$ cat config.mk
export PLATFORM = sky130hd
export DESIGN_NAME = fma16_tv_recorder_flat
export DESIGN_NICKNAME = d
export VERILOG_FILES = /design/src/rtl/fma16_tv_pkg.sv /design/src/rtl/fma16_tv_recorder_if.sv /design/src/rtl/fma16_tv_recorder_fifo.sv /design/src/rtl/fma16_tv_recorder.sv /design/src/flat_wrapper.sv
export SDC_FILE = /design/constraint.sdc
export NUM_CORES = 1
export LEC_CHECK = 0
export BUFFER_PORTS_ARGS = -buffer_cell sky130_fd_sc_hd__buf_4
export CAP_MARGIN = 20
export CORE_MARGIN = 5
export CORE_UTILIZATION = 45
export DETAILED_ROUTE_END_ITERATION = 10
export PLACE_DENSITY = 0.72
export SLEW_MARGIN = 20
export SYNTH_ARGS = -nofsm -noshare
export SYNTH_HDL_FRONTEND = slang
export SYNTH_HIERARCHICAL = 1
export SYNTH_SLANG_ARGS = --single-unit
$ cat constraint.sdc
create_clock -name clk -period 23 [get_ports clk]
set_input_delay 2.3 -clock clk [delete_from_list [all_inputs] [get_ports clk]]
set_output_delay 2.3 -clock clk [all_outputs]
set_load 0.02 [all_outputs]
$ cat src/rtl/fma16_tv_pkg.sv
// Shared constants, FSM state type and hex-character helper for the fma16 test-vector recorder.
package fma16_tv_pkg;

    localparam int TV_WIDTH  = 76;
    localparam int TV_DIGITS = 19;

    localparam int X_LSB    = 60;
    localparam int Y_LSB    = 44;
    localparam int Z_LSB    = 28;
    localparam int CTRL_LSB = 20;
    localparam int RES_LSB  = 4;

    typedef enum logic [1:0] {
        ST_IDLE  = 2'd0,
        ST_DIGIT = 2'd1,
        ST_NL    = 2'd2
    } tv_state_e;

    // Lowercase ASCII hex: 0-9 -> 0x30-0x39, a-f -> 0x61-0x66.
    function automatic logic [7:0] hex_char(input logic [3:0] n);
        if (n < 4'd10) begin
            return 8'h30 + {4'h0, n};
        end
        return 8'h57 + {4'h0, n};
    endfunction

endpackage

$ cat src/rtl/fma16_tv_recorder_if.sv
// Capture-side and character-stream signals of the recorder. The master drives captures and
// tx_ready; the slave (the recorder) drives the character stream, status and debug state.
interface fma16_tv_recorder_if;
    import fma16_tv_pkg::*;

    logic        cap_valid;
    logic [15:0] x;
    logic [15:0] y;
    logic [15:0] z;
    logic        mul;
    logic        add;
    logic        negp;
    logic        negz;
    logic [1:0]  roundmode;
    logic [15:0] result;
    logic [3:0]  flags;
    logic        finish;

    // tx handshake: a character moves on a rising edge where tx_valid && tx_ready;
    // tx_data stays constant while tx_valid && !tx_ready.
    logic        tx_valid;
    logic        tx_ready;
    logic [7:0]  tx_data;

    logic [31:0] rec_count;
    logic        overflow;
    logic        done;
    tv_state_e   state;

    modport master (
        output cap_valid, x, y, z, mul, add, negp, negz, roundmode, result, flags, finish,
        output tx_ready,
        input  tx_valid, tx_data, rec_count, overflow, done, state
    );

    modport slave (
        input  cap_valid, x, y, z, mul, add, negp, negz, roundmode, result, flags, finish,
        input  tx_ready,
        output tx_valid, tx_data, rec_count, overflow, done, state
    );

endinterface

$ cat src/rtl/fma16_tv_recorder_fifo.sv
// Record FIFO with wrap-bit pointers; rdata shows the head entry combinationally.
module tv_fifo #(
    parameter int WIDTH = 76,
    parameter int DEPTH = 8
) (
    input  logic             clk,
    input  logic             reset,
    input  logic             push,
    input  logic [WIDTH-1:0] wdata,
    input  logic             pop,
    output logic [WIDTH-1:0] rdata,
    output logic             full,
    output logic             empty
);
    localparam int AW = $clog2(DEPTH);

    logic [WIDTH-1:0] mem [DEPTH];
    logic [AW:0]      wr_ptr;
    logic [AW:0]      rd_ptr;

    always_ff @(posedge clk) begin
        if (reset) begin
            wr_ptr <= '0;
            rd_ptr <= '0;
        end else begin
            if (push) wr_ptr <= wr_ptr + (AW+1)'(1);
            if (pop)  rd_ptr <= rd_ptr + (AW+1)'(1);
        end
    end

    always_ff @(posedge clk) begin
        if (push) mem[wr_ptr[AW-1:0]] <= wdata;
    end

    assign rdata = mem[rd_ptr[AW-1:0]];
    assign empty = (wr_ptr == rd_ptr);
    // Same slot index but different wrap bit means the writer is a full lap ahead.
    assign full  = (wr_ptr[AW] != rd_ptr[AW]) && (wr_ptr[AW-1:0] == rd_ptr[AW-1:0]);

endmodule

$ cat src/rtl/fma16_tv_recorder.sv
// Packs fma16 transactions into 76-bit vectors, queues them and streams each as a hex text line.
module fma16_tv_recorder
    import fma16_tv_pkg::*;
#(
    parameter int DEPTH = 8
) (
    input logic                clk,
    input logic                reset,
    fma16_tv_recorder_if.slave bus
);
    logic [TV_WIDTH-1:0] rec;
    logic [TV_WIDTH-1:0] head;
    logic [TV_WIDTH-1:0] shreg;
    logic [4:0]          idx;
    logic                push_req;
    logic                push;
    logic                pop;
    logic                full;
    logic                empty;
    logic                accept;
    logic                finish_seen;
    logic [31:0]         rec_count;
    logic                overflow;
    logic                tx_valid;
    logic [7:0]          tx_data;
    tv_state_e           state;
    tv_state_e           state_next;

    assign rec = {bus.x, bus.y, bus.z, 2'b00, bus.roundmode,
                  bus.mul, bus.add, bus.negp, bus.negz, bus.result, bus.flags};

    // A full FIFO still takes the record when the serializer pops the head this cycle.
    assign pop      = (state == ST_IDLE) && !empty;
    assign push_req = bus.cap_valid && !finish_seen;
    assign push     = push_req && (!full || pop);
    assign accept   = tx_valid && bus.tx_ready;

    tv_fifo #(
        .WIDTH (TV_WIDTH),
        .DEPTH (DEPTH)
    ) u_fifo (
        .clk   (clk),
        .reset (reset),
        .push  (push),
        .wdata (rec),
        .pop   (pop),
        .rdata (head),
        .full  (full),
        .empty (empty)
    );

    always_ff @(posedge clk) begin
        if (reset) state <= ST_IDLE;
        else       state <= state_next;
    end

    always_comb begin
        state_next = state;
        case (state)
            ST_IDLE:  if (!empty) state_next = ST_DIGIT;
            ST_DIGIT: if (accept && idx == 5'(TV_DIGITS - 1)) state_next = ST_NL;
            ST_NL:    if (accept) state_next = ST_IDLE;
            default:  state_next = ST_IDLE;
        endcase
    end

    always_comb begin
        tx_valid = 1'b0;
        tx_data  = 8'h00;
        case (state)
            ST_DIGIT: begin
                tx_valid = 1'b1;
                tx_data  = hex_char(shreg[TV_WIDTH-1 -: 4]);
            end
            ST_NL: begin
                tx_valid = 1'b1;
                tx_data  = 8'h0a;
            end
            default: ;
        endcase
    end

    // The current digit always sits in the top nibble; shift after each accepted digit.
    always_ff @(posedge clk) begin
        if (reset) begin
            shreg <= '0;
            idx   <= '0;
        end else if (pop) begin
            shreg <= head;
            idx   <= '0;
        end else if (state == ST_DIGIT && accept) begin
            shreg <= shreg << 4;
            idx   <= idx + 5'd1;
        end
    end

    always_ff @(posedge clk) begin
        if (reset) begin
            rec_count   <= '0;
            overflow    <= 1'b0;
            finish_seen <= 1'b0;
        end else begin
            if (push)              rec_count   <= rec_count + 32'd1;
            if (push_req && !push) overflow    <= 1'b1;
            if (bus.finish)        finish_seen <= 1'b1;
        end
    end

    assign bus.tx_valid  = tx_valid;
    assign bus.tx_data   = tx_data;
    assign bus.rec_count = rec_count;
    assign bus.overflow  = overflow;
    assign bus.done      = finish_seen && empty && (state == ST_IDLE);
    assign bus.state     = state;

endmodule

$ cat src/flat_wrapper.sv
// flat-port wrapper written by rule: the top's interface ports become plain ports
module fma16_tv_recorder_flat import fma16_tv_pkg::*;
#(
    parameter int DEPTH = 8
)
  (clk, reset, bus_cap_valid, bus_x, bus_y, bus_z, bus_mul, bus_add, bus_negp, bus_negz, bus_roundmode, bus_result, bus_flags, bus_finish, bus_tx_ready, bus_tx_valid, bus_tx_data, bus_rec_count, bus_overflow, bus_done, bus_state);
  fma16_tv_recorder_if bus_i ();
  input logic clk;
  input logic reset;
  input wire logic [$bits(bus_i.cap_valid)-1:0] bus_cap_valid;
  input wire logic [$bits(bus_i.x)-1:0] bus_x;
  input wire logic [$bits(bus_i.y)-1:0] bus_y;
  input wire logic [$bits(bus_i.z)-1:0] bus_z;
  input wire logic [$bits(bus_i.mul)-1:0] bus_mul;
  input wire logic [$bits(bus_i.add)-1:0] bus_add;
  input wire logic [$bits(bus_i.negp)-1:0] bus_negp;
  input wire logic [$bits(bus_i.negz)-1:0] bus_negz;
  input wire logic [$bits(bus_i.roundmode)-1:0] bus_roundmode;
  input wire logic [$bits(bus_i.result)-1:0] bus_result;
  input wire logic [$bits(bus_i.flags)-1:0] bus_flags;
  input wire logic [$bits(bus_i.finish)-1:0] bus_finish;
  input wire logic [$bits(bus_i.tx_ready)-1:0] bus_tx_ready;
  output wire logic [$bits(bus_i.tx_valid)-1:0] bus_tx_valid;
  output wire logic [$bits(bus_i.tx_data)-1:0] bus_tx_data;
  output wire logic [$bits(bus_i.rec_count)-1:0] bus_rec_count;
  output wire logic [$bits(bus_i.overflow)-1:0] bus_overflow;
  output wire logic [$bits(bus_i.done)-1:0] bus_done;
  output wire logic [$bits(bus_i.state)-1:0] bus_state;
  assign bus_i.cap_valid = bus_cap_valid;
  assign bus_i.x = bus_x;
  assign bus_i.y = bus_y;
  assign bus_i.z = bus_z;
  assign bus_i.mul = bus_mul;
  assign bus_i.add = bus_add;
  assign bus_i.negp = bus_negp;
  assign bus_i.negz = bus_negz;
  assign bus_i.roundmode = bus_roundmode;
  assign bus_i.result = bus_result;
  assign bus_i.flags = bus_flags;
  assign bus_i.finish = bus_finish;
  assign bus_i.tx_ready = bus_tx_ready;
  assign bus_tx_valid = bus_i.tx_valid;
  assign bus_tx_data = bus_i.tx_data;
  assign bus_rec_count = bus_i.rec_count;
  assign bus_overflow = bus_i.overflow;
  assign bus_done = bus_i.done;
  assign bus_state = bus_i.state;
  fma16_tv_recorder #(.DEPTH(DEPTH)) u_core (.clk(clk), .reset(reset), .bus(bus_i));
endmodule
==> impl_metrics.toml, run 1 <==
[outcome]
outcome = "completed"

[sta]
period_share = 0.203
finalSetupTns_ns = 0
fin_crit_ns = 4.66
worst_pin_slew_ns = 1.04
drv_slew = 0
setup_slack_ns = 18.34
finClkSkew_ns = 0.0263
fmax_ghz = 0.214
finalHoldViolations = 0
setup_viol = 0
rsz0062_at_grt = "false"
relSlewSlack = 0.304

[final_layout]
layoutNonFillerInstCount = 2648
layout.nets = 1830
syn_to_final_growth_pct = 14.6
n_fill_cell = 4911
drive_gt1_frac = 0.275
fin_util = 0.519

[clock_tree]
holdBufCountCts = 0
cts.clk_slew.worst_paths_ns = 0.06
tritoncts = "built"
htree_levels = 3
root_buffer = "clkbuf_16"
clkLatencyLatePin_ns = 0.61
cts_buffers = 74
post_cts.repair.setup_buffers = 0
clkSinkCount = 736
postCtsResizedCells = 0
cts_max_path_buffers = 3

[setup_path]
startpoint_type = "primary input"
crit_required_ns = 23.22
end_kind = "flop"
worstSetupPathType = "in -> reg"
slowest_delay_ns = 0.92
critPathMaxFanout = 58
cp.arrival_ns = 4.89
worst_r2r_endpoint = "u_core/u_fifo/mem[7][47]"
rrSetupSlack_ns = 18.71
cp_slowest_cell = "buf_4"
cp_top_family = "buffers and inverters"
r2r.worst_path.cells = 9
crit_chain = "buf_4, nand2b_1, a21o_1, inv_1, nand2_1, nor2_4, buf_4"
path_buf_inv = 3
r2r_start = "u_core/u_fifo/wr_ptr[0]"
cpMostUsedCell = "buf_4"

[synth]
synth_edf_count = 608
netlist-cell-type-count = 46
synth_top_area_frac = 0.640
ys_top_cells_by_count = "edfxtp_1, nand2_1, mux4_2, dfxtp_1, nor2_1"
synth_top_cell_by_area = "edfxtp_1"
synth_cells = 1596
syn_avg_cell_area_um2 = 17.9
synthMostInstantiatedCell = "edfxtp_1"
synth-seq-cells = 736
postSynth.asyncResetShare = 0
syn_area_um2 = 28500
yosys_most_used_dff = "edfxtp_1"
synthTopCellsByArea = "edfxtp_1, mux4_2, dfxtp_1"
yosysWarningCount = 6
seq_area_frac_synth = 0.730

[worst_hold_path]
hp-start = "u_core/shreg[43]"
worstHoldPathCells = 2
holdCritPathClass = "reg -> reg"
hold_end = "u_core/shreg[47]"

[place]
io_buffers = 122
dp_worst_setup_slack_ns = 17.74
dp_cells = 2510
hpwl_um = 31400
finalWeightedCongestion = 0.770

[floorplanning]
die_w_um = 262
dieArea_um2 = 68500
die_height_um = 262
start_util = 0.453
ios = 124
fp-row-count = 92
core-area_um2 = 63000

[power]
worst_ir_drop_vdd_uv = 59.3
total_power_mw = 3.24
leakagePower_nw = 10.4
pwr_density_cell_nw_per_um2 = 99.1

[grt]
grt_pass1_wl_um = 89400
grt_antenna_before_repair = 6
grt_max_degree = 83
track_usage = 0.168
gr-total-overflow = 0
grt_pass1_vias = 15200

[route]
routed_wl_um = 57400
first_pass_iters = 5
route.detailed.drc = 0
routedWlPerCell_um = 21.7
drt_iter0_drc = 1212
avgViaCountPerCell = 5.57
ant_nets = 0
vias = 14800

[job]
cap_violations = 0
## placed cells by master (no fill, tap or decap), types with 17 or more instances in the layout
cell type	instances
nor2_1	120
xor2_1	18
nand2_1	167
xnor2_1	17
mux4_2	152
buf_4	146
mux2_2	76
dfxtp_1	125
edfxtp_1	608
a311oi_1	72
conb_1	17
clkbuf_16	75
clkbuf_1	21
## tightest hold or removal path: cells and delay by family (launching register included)
family	cells	cell delay (ns)
AOI/OAI and AO/OA	1	0.07
DFF	1	0.31
and+or+nand+nor	1	0.06
## where the power goes
group          switching [mW]  total [mW]  internal [mW]
registers              0.0551        1.57           1.51
logic                   0.284       0.525          0.242
clock network           0.483        1.14          0.661
total                   0.822        3.24           2.42
## per-layer routing
metal	track usage	wire (um)
met5	0	41
met4	0.0384	1100
met3	0.0380	3810
met1	0.228	23900
met2	0.280	28500
## kinds of logic after synthesis
kind of cell | after synthesis | share of synthesized area
AOI/OAI and AO/OA | 111 | 0.0309
xor gates and xnor gates | 35 | 0.0107
adders and majority gates | 11 | 0.00483
buffers and inverters | 107 | 0.0176
DFF | 736 | 0.730
muxes | 233 | 0.152
other | 1 | 0.000131
and+or+nand+nor | 362 | 0.0540
## final cells by class
class	instances	area, um^2	share of cell area
Inverter	13	48.8	0.00149
Antenna cell	4	10.0	0.000306
Multi-Input combinational cell	769	7320	0.224
Timing Repair Buffer	146	1100	0.0335
Clock inverter	31	277	0.00846
Tap cell	846	1060	0.0324
Clock buffer	103	2050	0.0628
Sequential cell	736	20800	0.637
## per-stage QoR
stage,hold slack [ns],area [um^2]
final,0.475,32700
after detailed placement,0.470,30400
after CTS,0.480,32700
after global routing,0.502,32700
after floorplan,0.455,28600
after global placement,0.467,30400
## sequential cells by signal, summed over array words and instances, names as in the netlist, named ones only
register	cells
u_core/u_fifo/wr_ptr	4
u_core/bus.state	2
u_core/bus.overflow	1
u_core/u_fifo/rd_ptr	4
u_core/idx	5
u_core/finish_seen	1
u_core/bus.rec_count	32
u_core/u_fifo/mem	608
u_core/shreg	76
## how the worst max path moves through the flow
stage	end	cells past startpoint	slack, ns	startpoint
2_1_floorplan	u_core/u_fifo/mem[2][0]	5	14.33	bus_cap_valid
3_3_place_gp	u_core/u_fifo/mem[7][49]	7	17.81	bus_cap_valid
3_5_place_dp	u_core/u_fifo/mem[6][49]	7	17.74	bus_cap_valid
4_1_cts	u_core/u_fifo/mem[6][50]	7	18.37	bus_cap_valid
5_1_grt	u_core/u_fifo/mem[7][50]	7	18.24	bus_cap_valid
6_report	u_core/u_fifo/mem[7][47]	7	18.34	bus_cap_valid
No activity file was read; power rests on OpenSTA's default activity.
==> inputs of run 2 (changes only) <==
--- a/config.mk
+++ b/config.mk
@@ -5,12 +5,13 @@
 export SDC_FILE = /design/constraint.sdc
 export NUM_CORES = 1
 export LEC_CHECK = 0
+export ABC_AREA = 1
 export BUFFER_PORTS_ARGS = -buffer_cell sky130_fd_sc_hd__buf_4
 export CAP_MARGIN = 20
 export CORE_MARGIN = 5
 export CORE_UTILIZATION = 45
 export DETAILED_ROUTE_END_ITERATION = 10
-export PLACE_DENSITY = 0.72
+export PLACE_DENSITY = 0.74
 export SLEW_MARGIN = 20
 export SYNTH_ARGS = -nofsm -noshare
 export SYNTH_HDL_FRONTEND = slang
==> constraint.sdc (replaced) <==
create_clock -name clk -period 4.1 [get_ports clk]
set_input_delay 0.41 -clock clk [delete_from_list [all_inputs] [get_ports clk]]
set_output_delay 0.41 -clock clk [all_outputs]
set_load 0.02 [all_outputs]
==> run 2 against run 1 <==
Effect of this change: die area rose by 15%; synthesized cell count grew 120%; design area increased by 14%; sequential cell count stayed put; clock power increased to 6.2 times the previous value; register-to-register slack got worse by 18 ns.
==> impl_metrics.toml, run 2 <==
[outcome]
outcome = "completed"

[sta]
finalHoldViolations = 0
rsz0062_at_grt = "false"
finClkSkew_ns = 0.0278
drv_slew = 0
worst_pin_slew_ns = 1.01
period_share = 0.726
relSlewSlack = 0.326
fmax_ghz = 0.336
fin_crit_ns = 2.98
setup_slack_ns = 1.12
setup_viol = 0

[place]
place_area_um2 = 34700
finalWeightedCongestion = 0.839
dp_cells = 4554
io_buffers = 122
dp_worst_setup_slack_ns = 1.18
hpwl_um = 41300

[synth]
synth-seq-cells = 736
ys_top_cells_by_count = "nand2_1, inv_1, edfxtp_1, nand3_1, dfxtp_1"
syn_area_um2 = 33000
postSynth.asyncResetShare = 0
syn_avg_cell_area_um2 = 9.23
netlist-cell-type-count = 40
synth_cells = 3573
synthTopCellsByArea = "edfxtp_1, nand2_1, inv_1"
synth_top_cell_by_area = "edfxtp_1"
yosys_most_used_dff = "edfxtp_1"
yosysWarningCount = 6
synth_top_area_frac = 0.553
seq_area_frac_synth = 0.631
synthMostInstantiatedCell = "nand2_1"
synth_edf_count = 608

[job]
cap_violations = 0

[grt]
gr-total-overflow = 0
grt_pass1_wl_um = 118000
grt_antenna_before_repair = 6
track_usage = 0.186
grt_pass1_vias = 22300
grt_max_degree = 201

[power]
leakagePower_nw = 17.0
total_power_mw = 21.8
pwr_density_cell_nw_per_um2 = 584
worst_ir_drop_vdd_uv = 698

[floorplanning]
dieArea_um2 = 78800
core-area_um2 = 72800
fp-row-count = 99
start_util = 0.453
die_w_um = 281
ios = 124
die_height_um = 281

[setup_path]
cp_top_family = "buffers and inverters"
crit_required_ns = 4.32
critPathMaxFanout = 50
cp_slowest_cell = "buf_4"
crit_chain = "xnor2_1, nand2_1, nor2_1, inv_2, nand2_4, a21oi_4, inv_1, or2_2, nor2_4, buf_4"
cp.arrival_ns = 3.20
slowest_delay_ns = 0.69
worstSetupPathType = "reg -> reg"
end_kind = "flop"
path_buf_inv = 3
startpoint_type = "flop"

[final_layout]
syn_to_final_growth_pct = 13.4
largest_reg_flops = 608
stdcell_area_um2 = 37400
fin_util = 0.513
layout_commonest_cell = "nand2_1"
n_fill_cell = 6355
drive_gt1_frac = 0.0853
final_cell_mix = "nand2_1, inv_1, edfxtp_1"
layout.nets = 3776
layoutNonFillerInstCount = 4712

[clock_tree]
cts.clk_slew.worst_paths_ns = 0.06
tritoncts = "built"
postCtsResizedCells = 0
root_buffer = "clkbuf_16"
clkLatencyLatePin_ns = 0.62
cts_max_path_buffers = 3
htree_levels = 3
cts_buffers = 77
clkSinkCount = 736

[route]
routed_wl_um = 74500
route.detailed.drc = 0
vias = 22900
routedWlPerCell_um = 15.8
ant_nets = 0
avgViaCountPerCell = 4.87
drt_iter0_drc = 1786
first_pass_iters = 5

[worst_hold_path]
holdCritPathClass = "in -> reg"
run 2: cell types whose count changed in the layout (fill, tap and decap cells not counted), sizes merged, moves of 53 or more:
| cell | before | now |
|---|---|---|
| a311oi | 72 | 0 |
| mux2 | 76 | 0 |
| nand2 | 168 | 1272 |
| o221ai | 0 | 53 |
| nand3 | 6 | 332 |
| mux4 | 152 | 0 |
| inv | 16 | 811 |
run 2: power breakdown:
part	switching (mW)	internal, mW	leakage (nW)
combinational	4.15	1.84	9.23
clock	2.80	4.23	1.26
sequential	0.239	8.59	6.55
run 2: per-stage QoR:
stage	hold WS, ns	setup TNS, ns
after global routing	0.0266	0
after detailed placement	0.458	0
after CTS	0.00230	0
after floorplan	0.440	-326.36
after global placement	0.453	0
final	0.0317	0
run 2: what timing repair did:
item	4_1_cts	5_1_grt
hold endpoints to repair	67	0
setup buffers	0	0
hold buffers	12	0
run 2: final timing paths:
| kind | endpoint | cells after the start | slack [ns] | startpoint |
|---|---|---|---|---|
| max | u_core/u_fifo/mem[2][70] | 10 | 1.12 | u_core/u_fifo/rd_ptr[0] |
| min | u_core/u_fifo/mem[4][52] | 1 | 0.03 | bus_y[8] |
| max reg2reg | u_core/u_fifo/mem[2][70] | 10 | 1.12 | u_core/u_fifo/rd_ptr[0] |
| min reg2reg | u_core/shreg[0] | 2 | 0.46 | u_core/shreg[0] |
run 2: cell type report:
class                           instances  area [um^2]  share of cell area
Multi-Input combinational cell       1891         8300               0.222
Inverter                              810         3050              0.0816
Sequential cell                       736        20800               0.557
Antenna cell                            3         7.51            0.000201
Timing Repair Buffer                  170         1410              0.0376
Clock inverter                         21          265             0.00709
Clock buffer                          122         2330              0.0623
Tap cell                              959         1200              0.0321
run 2: logic make-up after synthesis:
logic type,share of synthesized area
adders and majority gates,0.00417
and+or+nand+nor,0.214
buffers and inverters,0.121
DFF,0.631
other,0.000114
AOI/OAI and AO/OA,0.0277
xor gates and xnor gates,0.00186
run 2: metal layers:
metal	wire, um	vias to the layer above	track usage
met1	31200	10700	0.241
met4	1630	6	0.0564
met2	36400	722	0.323
met5	41	-	0
met3	5270	129	0.0292
li1	-	11300	-
==> inputs of run 3 (changes only) <==
==> constraint.sdc (replaced) <==
create_clock -name clk -period 2.7 [get_ports clk]
set_input_delay 0.27 -clock clk [delete_from_list [all_inputs] [get_ports clk]]
set_output_delay 0.27 -clock clk [all_outputs]
set_load 0.02 [all_outputs]
==> run 3 against run 2 <==
Effect of this change: clock skew down 0.00086 ns; clock power is 45% higher; sequential share of layout area decreased by 1.3 points; die area unchanged; cell count is 1.7% higher; wire length increased by 1.7%; largest cell class unchanged; largest power group unchanged.
==> impl_metrics.toml, run 3 (synthesized netlist as in run 2, its figures left out) <==
[final_layout]
layoutNonFillerInstCount = 4792
syn_to_final_growth_pct = 16.2
layout_commonest_cell = "nand2_1"
n_fill_cell = 6217
final_cell_mix = "nand2_1, inv_1, edfxtp_1"
fin_util = 0.526
largest_reg_flops = 608
layout.nets = 3857
seq_area_um2 = 20800
multi_input_area_um2 = 8320
drive_gt1_frac = 0.0895

[sta]
period_share = 0.920
finalHoldViolations = 0
setup_slack_ns = 0.217
relSlewSlack = 0.440
hold_ws_ns = 0.0457
fmax_ghz = 0.403
setup_viol = 0
rsz0062_at_grt = "false"
finClkSkew_ns = 0.0270
fin_crit_ns = 2.48
drv_slew = 0
worst_pin_slew_ns = 0.840

[floorplanning]
core-area_um2 = 72800
dieArea_um2 = 78800
ios = 124
die_w_um = 281
fp-row-count = 99
die_height_um = 281
start_util = 0.453

[power]
leakagePower_nw = 17.4
pwr_density_cell_nw_per_um2 = 864
worst_ir_drop_vdd_uv = 1210
total_power_mw = 33.1

[job]
cap_violations = 0

[clock_tree]
cts.clk_slew.worst_paths_ns = 0.06
postCtsResizedCells = 0
cts_max_path_buffers = 3
clkSinkCount = 736
htree_levels = 3
cts_buffers = 77
tritoncts = "built"
root_buffer = "clkbuf_16"
clkLatencyLatePin_ns = 0.63

[grt]
track_usage = 0.189
grt_max_degree = 90
grt_pass1_vias = 22400
grt_pass1_wl_um = 119000
grt_antenna_before_repair = 4
gr-total-overflow = 0

[route]
wl_met3_um = 5370
avgViaCountPerCell = 4.89
wl_met1_um = 31700
routedWlPerCell_um = 15.8
highest_layer = "met5"
drt_iter0_drc = 2130
route.detailed.drc = 0
vias = 23400
first_pass_iters = 6
routed_wl_um = 75800
ant_nets = 0
wl_met2_um = 36900

[place]
dp_worst_setup_slack_ns = 0.152
io_buffers = 122
hpwl_um = 44200
finalWeightedCongestion = 0.846
dp_cells = 4571

[setup_path]
worstSetupPathType = "reg -> reg"
crit_required_ns = 2.98
critPathMaxFanout = 43
cp.arrival_ns = 2.76
end_kind = "flop"
startpoint_type = "flop"

[outcome]
outcome = "completed"

[worst_hold_path]
holdCritPathClass = "in -> reg"
run 3: cell types whose count changed in the layout (fill, tap and decap cells not counted), moves of 3 or more:
cell           previous run  this run
bufinv_16                 5         2
clkinv_1                  5         2
dfxtp_2                   0         5
buf_12                    8        32
dfxtp_1                 125       120
clkbuf_8                 17         9
clkinv_2                  5         9
buf_4                   150       144
inv_2                     7        11
dlygate4sd3_1            12        75
clkbuf_1                 25        32
inv_1                   800       797
run 3: layout make-up:
type                    count  area share
diodes                      2    0.000131
clock buffers             119      0.0573
clock inverters            24     0.00646
inverters                 810      0.0796
multi-input cells        1891       0.217
flip-flops and latches    736       0.544
well taps                 959      0.0313
repair buffers            251      0.0645
run 3: critical path, stage by stage, from the launching register on:
cell	delay, ns
dfxtp_2	0.35
xnor2_1	0.15
nand2_1	0.07
nor2_1	0.06
inv_2	0.06
nand2_4	0.08
a21oi_4	0.36
nand2_1	0.38
nor2_4	0.27
buf_12	0.30
run 3: metal layers:
layer,vias to the layer above,track usage
li1,11500,-
met1,11000,0.248
met2,781,0.328
met3,131,0.0265
met4,4,0.0596
met5,-,0
run 3: metrics by stage:
| stage | area, um^2 | setup TNS [ns] |
|---|---|---|
| 2_1_floorplan | 33100 | -111.28 |
| 3_3_place_gp | 35100 | 0 |
| 3_5_place_dp | 35100 | 0 |
| 4_1_cts | 38300 | 0 |
| 5_1_grt | 38300 | 0 |
| 6_report | 38300 | 0 |
run 3: what timing repair did:
item / in CTS / in global routing
buffers inserted: 0 / 1
hold buffers: 75 / 0
endpoints found under the hold margin: 593 / 0
endpoints found under the setup margin: 0 / 28
run 3: where the power goes:
group          switching (mW)  internal (mW)  leakage [nW]
clock                    4.31           5.85          1.18
combinational            6.53           3.04          9.66
sequential              0.320           13.1          6.55
run 3: path summary, 6_finish.rpt:
check | start | endpoint | slack (ns) | cells after the start
worst max-delay path | u_core/u_fifo/rd_ptr[0] | u_core/u_fifo/mem[5][50] | 0.22 | 9
worst min-delay path | reset | u_core/bus.rec_count[31] | 0.05 | 2
worst max register to register | u_core/u_fifo/rd_ptr[0] | u_core/u_fifo/mem[5][50] | 0.22 | 9
worst min register to register | u_core/shreg[3] | u_core/shreg[3] | 0.46 | 2
